File: src/rtl/bus_arb_pkg.sv
// Shared types and constants for the split-transaction bus arbiter.
package bus_arb_pkg;

  typedef enum logic [1:0] {
    IDLE     = 2'b00,
    GRANT_M1 = 2'b01,
    GRANT_M2 = 2'b10
  } state_t;

  localparam logic [1:0] GNT_NONE = 2'b00;
  localparam logic [1:0] GNT_M1   = 2'b01;
  localparam logic [1:0] GNT_M2   = 2'b10;

  localparam int unsigned DEFAULT_TIMEOUT_CYCLES = 255;

endpackage

File: src/rtl/arb_watchdog.sv
// Grant watchdog: counts grant cycles from 0 and flags the last allowed cycle.
module arb_watchdog #(
  parameter int unsigned TIMEOUT_CYCLES = 255,
  parameter int unsigned CNT_W          = 8
) (
  input  logic clk,
  input  logic rstn,
  input  logic clear,
  input  logic enable,
  output logic expire
);

  logic [CNT_W-1:0] count;

  // Counter restarts while the bus is idle and advances on every grant cycle.
  always_ff @(posedge clk or negedge rstn) begin
    if (!rstn) begin
      count <= '0;
    end else if (clear) begin
      count <= '0;
    end else if (enable) begin
      count <= count + 1'b1;
    end
  end

  assign expire = enable && (count == CNT_W'(TIMEOUT_CYCLES - 1));

endmodule

File: src/rtl/bus_split_arbiter.sv
// Two-master non-preemptive bus arbiter with split-transaction parking and a
// grant watchdog. Optional macro BUS_ARB_ROUND_ROBIN_EN replaces fixed M1
// priority between two fresh requests with least-recently-granted selection.
module bus_split_arbiter
  import bus_arb_pkg::*;
#(
  parameter int unsigned TIMEOUT_CYCLES = DEFAULT_TIMEOUT_CYCLES
) (
  input  logic       clk,
  input  logic       rstn,
  input  logic       m1_request,
  input  logic       m2_request,
  input  logic [1:0] m1_slave_sel,
  input  logic [1:0] m2_slave_sel,
  input  logic       m1_done,
  input  logic       m2_done,
  input  logic       s_split,
  input  logic       split_resume,
  output logic       m1_grant,
  output logic       m2_grant,
  output logic       arbiter_busy,
  output logic [1:0] bus_grant,
  output logic [1:0] slave_sel,
  output logic       split_pending,
  output logic       timeout
);

  localparam int unsigned CNT_W = $clog2(TIMEOUT_CYCLES + 1);

  state_t     state_q, state_d;
  logic [1:0] sel_q, sel_d;
  logic       pend_q, pend_d;
  logic       sown_q, sown_d;     // parked master: 0 = M1, 1 = M2
  logic [1:0] sslave_q, sslave_d;
  logic       res_q, res_d;
  logic       to_q, to_d;
  logic       expire;

  logic       m1_elig, m2_elig, pick_m1;
  logic       cur_m2, cur_done, cur_req, owns_split;

`ifdef BUS_ARB_ROUND_ROBIN_EN
  logic       last_q, last_d;     // last granted master: 0 = M1, 1 = M2
`endif

  arb_watchdog #(
    .TIMEOUT_CYCLES (TIMEOUT_CYCLES),
    .CNT_W          (CNT_W)
  ) u_watchdog (
    .clk    (clk),
    .rstn   (rstn),
    .clear  (state_q == IDLE),
    .enable (state_q != IDLE),
    .expire (expire)
  );

  // Next-state selection: grant choice in IDLE, exit handling while granted.
  always_comb begin
    state_d  = state_q;
    sel_d    = sel_q;
    pend_d   = pend_q;
    sown_d   = sown_q;
    sslave_d = sslave_q;
    res_d    = res_q;
    to_d     = 1'b0;
`ifdef BUS_ARB_ROUND_ROBIN_EN
    last_d   = last_q;
`endif

    m1_elig = m1_request && !(pend_q && (!sown_q || (m1_slave_sel == sslave_q)));
    m2_elig = m2_request && !(pend_q && ( sown_q || (m2_slave_sel == sslave_q)));
`ifdef BUS_ARB_ROUND_ROBIN_EN
    pick_m1 = m1_elig && (!m2_elig || last_q);
`else
    pick_m1 = m1_elig;
`endif

    cur_m2     = (state_q == GRANT_M2);
    cur_done   = cur_m2 ? m2_done : m1_done;
    cur_req    = cur_m2 ? m2_request : m1_request;
    owns_split = pend_q && (sown_q == cur_m2);

    if (pend_q && split_resume) begin
      res_d = 1'b1;
    end

    case (state_q)
      IDLE: begin
        if (pend_q && res_q) begin
          state_d = sown_q ? GRANT_M2 : GRANT_M1;
          sel_d   = sslave_q;
          res_d   = 1'b0;
`ifdef BUS_ARB_ROUND_ROBIN_EN
          last_d  = sown_q;
`endif
        end else if (pick_m1) begin
          state_d = GRANT_M1;
          sel_d   = m1_slave_sel;
`ifdef BUS_ARB_ROUND_ROBIN_EN
          last_d  = 1'b0;
`endif
        end else if (m2_elig) begin
          state_d = GRANT_M2;
          sel_d   = m2_slave_sel;
`ifdef BUS_ARB_ROUND_ROBIN_EN
          last_d  = 1'b1;
`endif
        end
      end
      GRANT_M1, GRANT_M2: begin
        if (cur_done || !cur_req) begin
          state_d = IDLE;
          sel_d   = 2'b00;
          if (owns_split) pend_d = 1'b0;
        end else if (s_split && !pend_q) begin
          state_d  = IDLE;
          sel_d    = 2'b00;
          pend_d   = 1'b1;
          sown_d   = cur_m2;
          sslave_d = sel_q;
        end else if (expire) begin
          state_d = IDLE;
          sel_d   = 2'b00;
          to_d    = 1'b1;
          if (owns_split) pend_d = 1'b0;
        end
      end
      default: begin
        state_d = IDLE;
        sel_d   = 2'b00;
      end
    endcase

    if (!pend_d) res_d = 1'b0;
  end

  // Arbiter state registers.
  always_ff @(posedge clk or negedge rstn) begin
    if (!rstn) begin
      state_q  <= IDLE;
      sel_q    <= '0;
      pend_q   <= 1'b0;
      sown_q   <= 1'b0;
      sslave_q <= '0;
      res_q    <= 1'b0;
      to_q     <= 1'b0;
    end else begin
      state_q  <= state_d;
      sel_q    <= sel_d;
      pend_q   <= pend_d;
      sown_q   <= sown_d;
      sslave_q <= sslave_d;
      res_q    <= res_d;
      to_q     <= to_d;
    end
  end

`ifdef BUS_ARB_ROUND_ROBIN_EN
  // Last-granted tracker; resets to M2 so M1 wins the first tie.
  always_ff @(posedge clk or negedge rstn) begin
    if (!rstn) begin
      last_q <= 1'b1;
    end else begin
      last_q <= last_d;
    end
  end
`endif

  assign m1_grant      = (state_q == GRANT_M1);
  assign m2_grant      = (state_q == GRANT_M2);
  assign arbiter_busy  = (state_q != IDLE);
  assign bus_grant     = (state_q == GRANT_M1) ? GNT_M1 :
                         (state_q == GRANT_M2) ? GNT_M2 : GNT_NONE;
  assign slave_sel     = sel_q;
  assign split_pending = pend_q;
  assign timeout       = to_q;

endmodule

File: config.mk
export PLATFORM = sky130hd
export DESIGN_NAME = bus_split_arbiter
export DESIGN_NICKNAME = d
export VERILOG_FILES = /design/src/rtl/bus_arb_pkg.sv /design/src/rtl/arb_watchdog.sv /design/src/rtl/bus_split_arbiter.sv
export SDC_FILE = /design/constraint.sdc
export NUM_CORES = 1
export LEC_CHECK = 0
export BUFFER_PORTS_ARGS = -buffer_cell sky130_fd_sc_hd__buf_2
export CORE_UTILIZATION = 35
export CTS_BUF_LIST = sky130_fd_sc_hd__clkbuf_4
export DETAILED_ROUTE_END_ITERATION = 7
export PLACE_DENSITY = 0.64
export SLEW_MARGIN = 20
export SYNTH_ARGS = -nofsm -noshare
export SYNTH_HDL_FRONTEND = slang
export SYNTH_SLANG_ARGS = --single-unit
File: constraint.sdc
create_clock -name clk -period 1.87 [get_ports clk]
set_input_delay 0.0935 -clock clk [delete_from_list [all_inputs] [get_ports clk]]
set_output_delay 0.0935 -clock clk [all_outputs]
set_load 0.01 [all_outputs]
==> flow_metrics.tcl, run 1 <==
set metrics [dict create \
    final_util_pct 43.4 \
    die_width_um 57.4 \
    clockRootBuffer "sky130_fd_sc_hd__clkbuf_4" \
    timing.critical_path.to_type "flip-flop" \
    cts_sinks 18 \
    clkTransAtPathRegs_ns 0.10 \
    clockBufferDepth 2 \
    worst_reg2reg_setup_slack_ns 0.13 \
    n_fill_cell 262 \
    timing.critical_path.required_ns 2.05 \
    timing.slew.headroom_pct 72.7 \
    final_layout_size_suffix_gt1_share_pct 27.3 \
    synth_seq_cells 18 \
    synthCells 108 \
    synthesis.yosys.warnings 0 \
    clock_insertion_delay_worst_skew_ns 0.28 \
    yosysSeqAreaShare_pct 42.0 \
    static_leakage_power_nw 0.593 \
    antenna_found_initial 0 \
    routed_wl_mm 2.07 \
    drtIter0Drc 40 \
    final_area_um2 1230 \
    mappedNetlistArea_um2 1070 \
    antennaDiodeCount 0 \
    run_status "finished, violations left" \
    mappedNetlistNets 125 \
    r2r_start "state_q[0]" \
    hold_path_startpoint "s_split" \
    reg2reg_to "state_q[0]" \
    wire_length_of_the_first_global_routing_pass_mm 3.48 \
    finish.net_count 147 \
    final_period_minus_worst_setup_slack_ns 1.74 \
    maxCapViolations 0 \
    mostFrequentLayoutCell "sky130_fd_sc_hd__buf_2" \
    drt-vias-per-instance 5.30 \
    post_route_worst_setup_slack_ns 0.129 \
    worst-slew-pin-transition_ns 0.410 \
    setup-violations-final 0 \
    max-vdd-ir-drop_mv 0.433 \
    timing_max_transition_violations_final 0 \
    crit_path_start_kind "flip-flop" \
    worst_hold_path_type "primary input to flip-flop" \
    detailedRoute.firstPassIterationCount 6 \
    syn_avg_cell_area_um2 9.93 \
    area_growth_pct 14.5 \
    hold-path-endpoint "split_pending" \
    post-route-drc-count 6 \
    power_density_nw_per_um2 1230 \
    clock.fmax_ghz 0.574 \
    via_count 843 \
    final_min_period_over_clock_period_pct 93.1 \
    row_count 19 \
    netlist.area_leader.share_pct 42.0 \
    finalHoldWorstSlack_ns 0.159 \
    global_route.usage.total_pct 13.8 \
    port_buffers 20 \
    violations_in_the_final_reports "design-rule violations" \
    globalplace.congestion 0.777 \
    die_height_um 57.4 \
    grt_setup_unrepaired "false" \
    pin_count_of_the_biggest_net_entering_global_routing 19 \
    finalHoldViolations 0 \
    synth_largest_area_cell "sky130_fd_sc_hd__dfrtp_1" \
    detail_route.wl_per_cell_um 13.0 \
    cpPeakStageDelay_ns 0.41 \
    critical_path_arrival_ns 1.92 \
    io-pin-count 21 \
    setup_tns_ns 0 \
    design.core.area_um2 2830 \
    synth_cell_type_count 32 \
    hold_depth 3 \
    pre_cts_ws_ns 0.0832 \
    worstPathMaxFanout 6 \
    grt_pass1_vias 801 \
    final_cell_mix "sky130_fd_sc_hd__buf_2, sky130_fd_sc_hd__dfrtp_1, sky130_fd_sc_hd__nor2_1" \
    tritoncts "done" \
    tritoncts.num_buffers 3 \
    synthTopCellsByArea "sky130_fd_sc_hd__dfrtp_1, sky130_fd_sc_hd__ha_1, sky130_fd_sc_hd__xor2_1" \
    fin_skew_ns 0.00700 \
    crit_slowest_cell "sky130_fd_sc_hd__dfrtp_1" \
    post_cts_buffers 0 \
    drt.antenna.violating_nets 0 \
    grt_overflow 0 \
    critical_path.cell_chain "inv_1 -> ha_2 -> nand3b_1 -> o21ai_2 -> nand3_1 -> o21a_4 -> mux2_4" \
    crit_type "flip-flop to flip-flop" \
    post_dp_cell_area_um2 1190 \
    die-area_um2 3290 \
    initial_utilization_pct 37.9 \
    worst_r2r_path_depth 7 \
    cts_htree_levels 1 \
    dp_hpwl_mm 1.62 \
]
## synth_stat cells (all sizes together)
cell,n
mux2,6
and2b,1
a21oi,1
nand2,9
nor2,10
o2bb2ai,2
nand3b,1
o2111ai,1
clkbuf,3
buf,2
and3,1
and4,2
a21o,1
mux2i,1
nor3,2
nand4,2
ha,5
o21ai,5
inv,4
nor2b,3
nand2b,2
nand3,7
xor2,7
and2,1
o21a,1
a31oi,5
dfrtp,18
xnor2,4
o221a,1
## cell type report
| cell class | count | area, um^2 | area share (%) |
|---|---|---|---|
| clock buffers | 3 | 22.5 | 1.83 |
| flip-flops and latches | 18 | 450 | 36.7 |
| well taps | 31 | 38.8 | 3.16 |
| inverters | 4 | 15.0 | 1.22 |
| repair buffers | 22 | 118 | 9.58 |
| multi-input cells | 81 | 583 | 47.5 |
## report_power, final
part           switching [mW]  leakage (nW)  internal (mW)
combinational           0.370         0.338          0.352
clock                   0.108        0.0138         0.0747
sequential              0.126         0.241          0.485
total                   0.604         0.593          0.912
## cell families after synthesis
logic type      count (synthesis)  share of synthesized area [%]
flops                          18                           42.0
fa+ha+maj                       5                           5.83
buf+inv                         9                           3.85
compound gates                 17                           11.7
mux                             7                           8.28
simple gates                   41                           19.4
xor+xnor                       11                           8.98
## sequential cells by signal, indices dropped and copies added (netlist names)
signal            count
sslave_q              2
state_q               2
timeout               1
split_pending         1
sown_q                1
slave_sel             2
res_q                 1
u_watchdog.count      8
## worst max path at each step
stage | start | endpoint | slack (ns) | depth (start not counted)
global placement | state_q[0] | state_q[0] | 0.18 | 7
CTS | state_q[0] | state_q[0] | 0.07 | 7
detailed placement | state_q[0] | slave_sel[0] | 0.08 | 7
global route | state_q[0] | slave_sel[0] | 0.04 | 7
floorplan | state_q[0] | slave_sel[0] | 0.15 | 7
finish | state_q[0] | state_q[0] | 0.13 | 7
## worst max-delay path: cells and delay by family (launching register included)
| family | cells | cell delay (ns) |
|---|---|---|
| flip-flops | 1 | 0.41 |
| adder cells (fa/ha/maj) | 1 | 0.25 |
| multiplexers | 1 | 0.29 |
| AO/OA/AOI/OAI | 2 | 0.35 |
| AND/OR/NAND/NOR | 2 | 0.24 |
| buffers and inverters | 1 | 0.09 |
## timing repair
| item | in CTS | in global routing |
|---|---|---|
| endpoints found under the setup margin | 0 | 3 |
| resized for setup | 0 | 1 |
| endpoints found under the hold margin | 18 | 0 |
| hold buffers | 1 | 0 |
## through the flow
| step | cells | total power, mW |
|---|---|---|
| floorplan | 108 | 1.15 |
| global placement | 155 | 1.32 |
| detailed placement | 155 | 1.34 |
| CTS | 159 | 1.53 |
| global route | 159 | 1.64 |
| finish | 159 | 1.52 |
## metal layers
layer | track usage [%] | share of wire [%] | vias up
met5 | 0 | 0 | -
met2 | 22.4 | 47 | 18
met1 | 16.8 | 47 | 403
met3 | 5.67 | 4.5 | 4
met4 | 4.18 | 1.1 | 0
li1 | - | - | 418
Note: power is estimated with default switching activity, not from simulation.
==> run 2: changes to the inputs <==
clock period = 2.1 ns   (was 1.87 ns; I/O delays follow)
==> run 2 against run 1 <==
Net effect:
- final cell count unchanged
- die area unchanged
- clock power fell by 9%
- first-iteration DRC count is 28% higher
- fmax fell by 3.8%
- critical endpoint unchanged
- via count shrank 0.47%
- the flow still finishes with violations (design-rule violations)
- routed wire length rose by 5.1%
- design area is 0.20% lower
==> flow_metrics.tcl, run 2 (synthesized netlist as in run 1, its figures left out) <==
set metrics [dict create \
    largest_register_ff_count 8 \
    largest-register "u_watchdog.count" \
    maxCapViolations 0 \
    mostFrequentLayoutCell "sky130_fd_sc_hd__buf_2" \
    timing_max_transition_violations_final 0 \
    grt_overflow 0 \
    die_width_um 57.4 \
    clockRootBuffer "sky130_fd_sc_hd__clkbuf_4" \
    drtIter0Drc 51 \
    tritoncts.num_buffers 3 \
    power_density_nw_per_um2 1100 \
    detailedRoute.firstPassIterationCount 6 \
    violations_in_the_final_reports "design-rule violations" \
    setup_tns_ns 0 \
    cts_sinks 18 \
    wl_met2_mm 1.06 \
    final_cell_mix "sky130_fd_sc_hd__buf_2, sky130_fd_sc_hd__dfrtp_1, sky130_fd_sc_hd__nor2_1" \
    clockBufferDepth 2 \
    finalHoldViolations 0 \
    via_count 839 \
    n_fill_cell 281 \
    routed_wl_mm 2.18 \
    row_count 19 \
    finish.net_count 147 \
    die_height_um 57.4 \
    global_route.usage.total_pct 14.9 \
    crit_path_start_kind "flip-flop" \
    wire_length_of_the_first_global_routing_pass_mm 3.80 \
    worst_reg2reg_setup_slack_ns 0.29 \
    globalplace.congestion 0.785 \
    met3_wirelength_from_detailed_routing_um 106 \
    crit_type "flip-flop to flip-flop" \
    post_cts_buffers 0 \
    final_layout_size_suffix_gt1_share_pct 26.6 \
    cts_htree_levels 1 \
    antenna_found_initial 0 \
    detail_route.wl_per_cell_um 13.7 \
    initial_utilization_pct 37.9 \
    drt.antenna.violating_nets 0 \
    worst_hold_path_type "primary input to flip-flop" \
    run_status "finished, violations left" \
    port_buffers 20 \
    clock_insertion_delay_worst_skew_ns 0.29 \
    final_util_pct 43.3 \
    timing.slew.headroom_pct 72.8 \
    hold_depth 3 \
    max-vdd-ir-drop_mv 0.411 \
    area_growth_pct 14.2 \
    pin_count_of_the_biggest_net_entering_global_routing 19 \
    setup-violations-final 0 \
    timing.critical_path.to_type "flip-flop" \
    post-route-drc-count 6 \
    critical_path_arrival_ns 1.98 \
    critical_path.cell_chain "inv_1 -> ha_1 -> nand3b_1 -> o21ai_2 -> nand3_1 -> o21a_4 -> mux2_4" \
    worst-slew-pin-transition_ns 0.407 \
    die-area_um2 3290 \
    crit_slowest_cell "sky130_fd_sc_hd__dfrtp_1" \
    grt_pass1_vias 866 \
    clkTransAtPathRegs_ns 0.10 \
    antennaDiodeCount 0 \
    timing.critical_path.required_ns 2.27 \
    grt_setup_unrepaired "false" \
    worstPathMaxFanout 6 \
    tritoncts "done" \
    hold_path_startpoint "s_split" \
    cpPeakStageDelay_ns 0.41 \
    static_leakage_power_nw 0.594 \
    final_period_minus_worst_setup_slack_ns 1.81 \
    design.core.area_um2 2830 \
    dp_hpwl_mm 1.65 \
    worst_r2r_path_depth 7 \
    final_min_period_over_clock_period_pct 86.2 \
    drt-vias-per-instance 5.28 \
    topmost_layer_with_routed_signal_wires "met4" \
    reg2reg_to "state_q[0]" \
    io-pin-count 21 \
    r2r_start "state_q[0]" \
    met1Wirelength_um 980 \
    hold-path-endpoint "split_pending" \
    clock.fmax_ghz 0.553 \
    fin_skew_ns 0.00735 \
]
==> run 2: worst max path at each step <==
stage / end / cells after the start / slack, ns / startpoint
after floorplan: slave_sel[0] / 7 / 0.38 / state_q[0]
after global placement: state_q[0] / 7 / 0.41 / state_q[0]
after detailed placement: state_q[0] / 7 / 0.32 / state_q[0]
after CTS: state_q[0] / 7 / 0.30 / state_q[0]
after global routing: state_q[0] / 7 / 0.21 / state_q[0]
final: state_q[0] / 7 / 0.29 / state_q[0]
==> run 2: what timing repair did <==
action                    4_1_cts  5_1_grt
gates resized for setup         0        0
hold buffers                    1        0
hold endpoints to repair       18        0
==> run 2: layout make-up <==
class                           count  area [um^2]  share of cell area [%]
Clock buffer                        3         22.5                    1.84
Inverter                            4         15.0                    1.23
Multi-Input combinational cell     81          581                    47.4
Sequential cell                    18          450                    36.8
Tap cell                           31         38.8                    3.17
Timing Repair Buffer               22          118                    9.60
==> run 2: metrics by stage <==
step | power [mW] | std cells | hold WS (ns) | cell area [um^2] | setup slack (ns)
2_1_floorplan | 1.02 | 108 | -0.191 | 1070 | 0.385
3_3_place_gp | 1.18 | 155 | 0.0536 | 1190 | 0.407
3_5_place_dp | 1.19 | 155 | 0.0579 | 1190 | 0.323
4_1_cts | 1.37 | 159 | 0.161 | 1220 | 0.298
5_1_grt | 1.47 | 159 | 0.174 | 1220 | 0.211
6_report | 1.35 | 159 | 0.168 | 1220 | 0.290
==> run 2: worst max-delay path: cells and delay by family, from the launching register on <==
family	cells	cell delay, ns
flip-flops	1	0.41
AO/OA/AOI/OAI	2	0.36
multiplexers	1	0.29
adder cells (fa/ha/maj)	1	0.28
AND/OR/NAND/NOR	2	0.26
buffers and inverters	1	0.09
==> run 2: report_power, final <==
part / leakage [nW] / switching (mW) / total, mW / internal (mW)
clock: 0.0138 / 0.100 / 0.167 / 0.0666
sequential: 0.241 / 0.114 / 0.546 / 0.432
combinational: 0.340 / 0.328 / 0.639 / 0.311
==> run 2: routing by layer <==
metal	global-route usage (%)	vias to the layer above
met3	4.99	6
met4	4.18	0
met2	24.9	21
li1	-	417
met1	18.4	395
met5	0	-
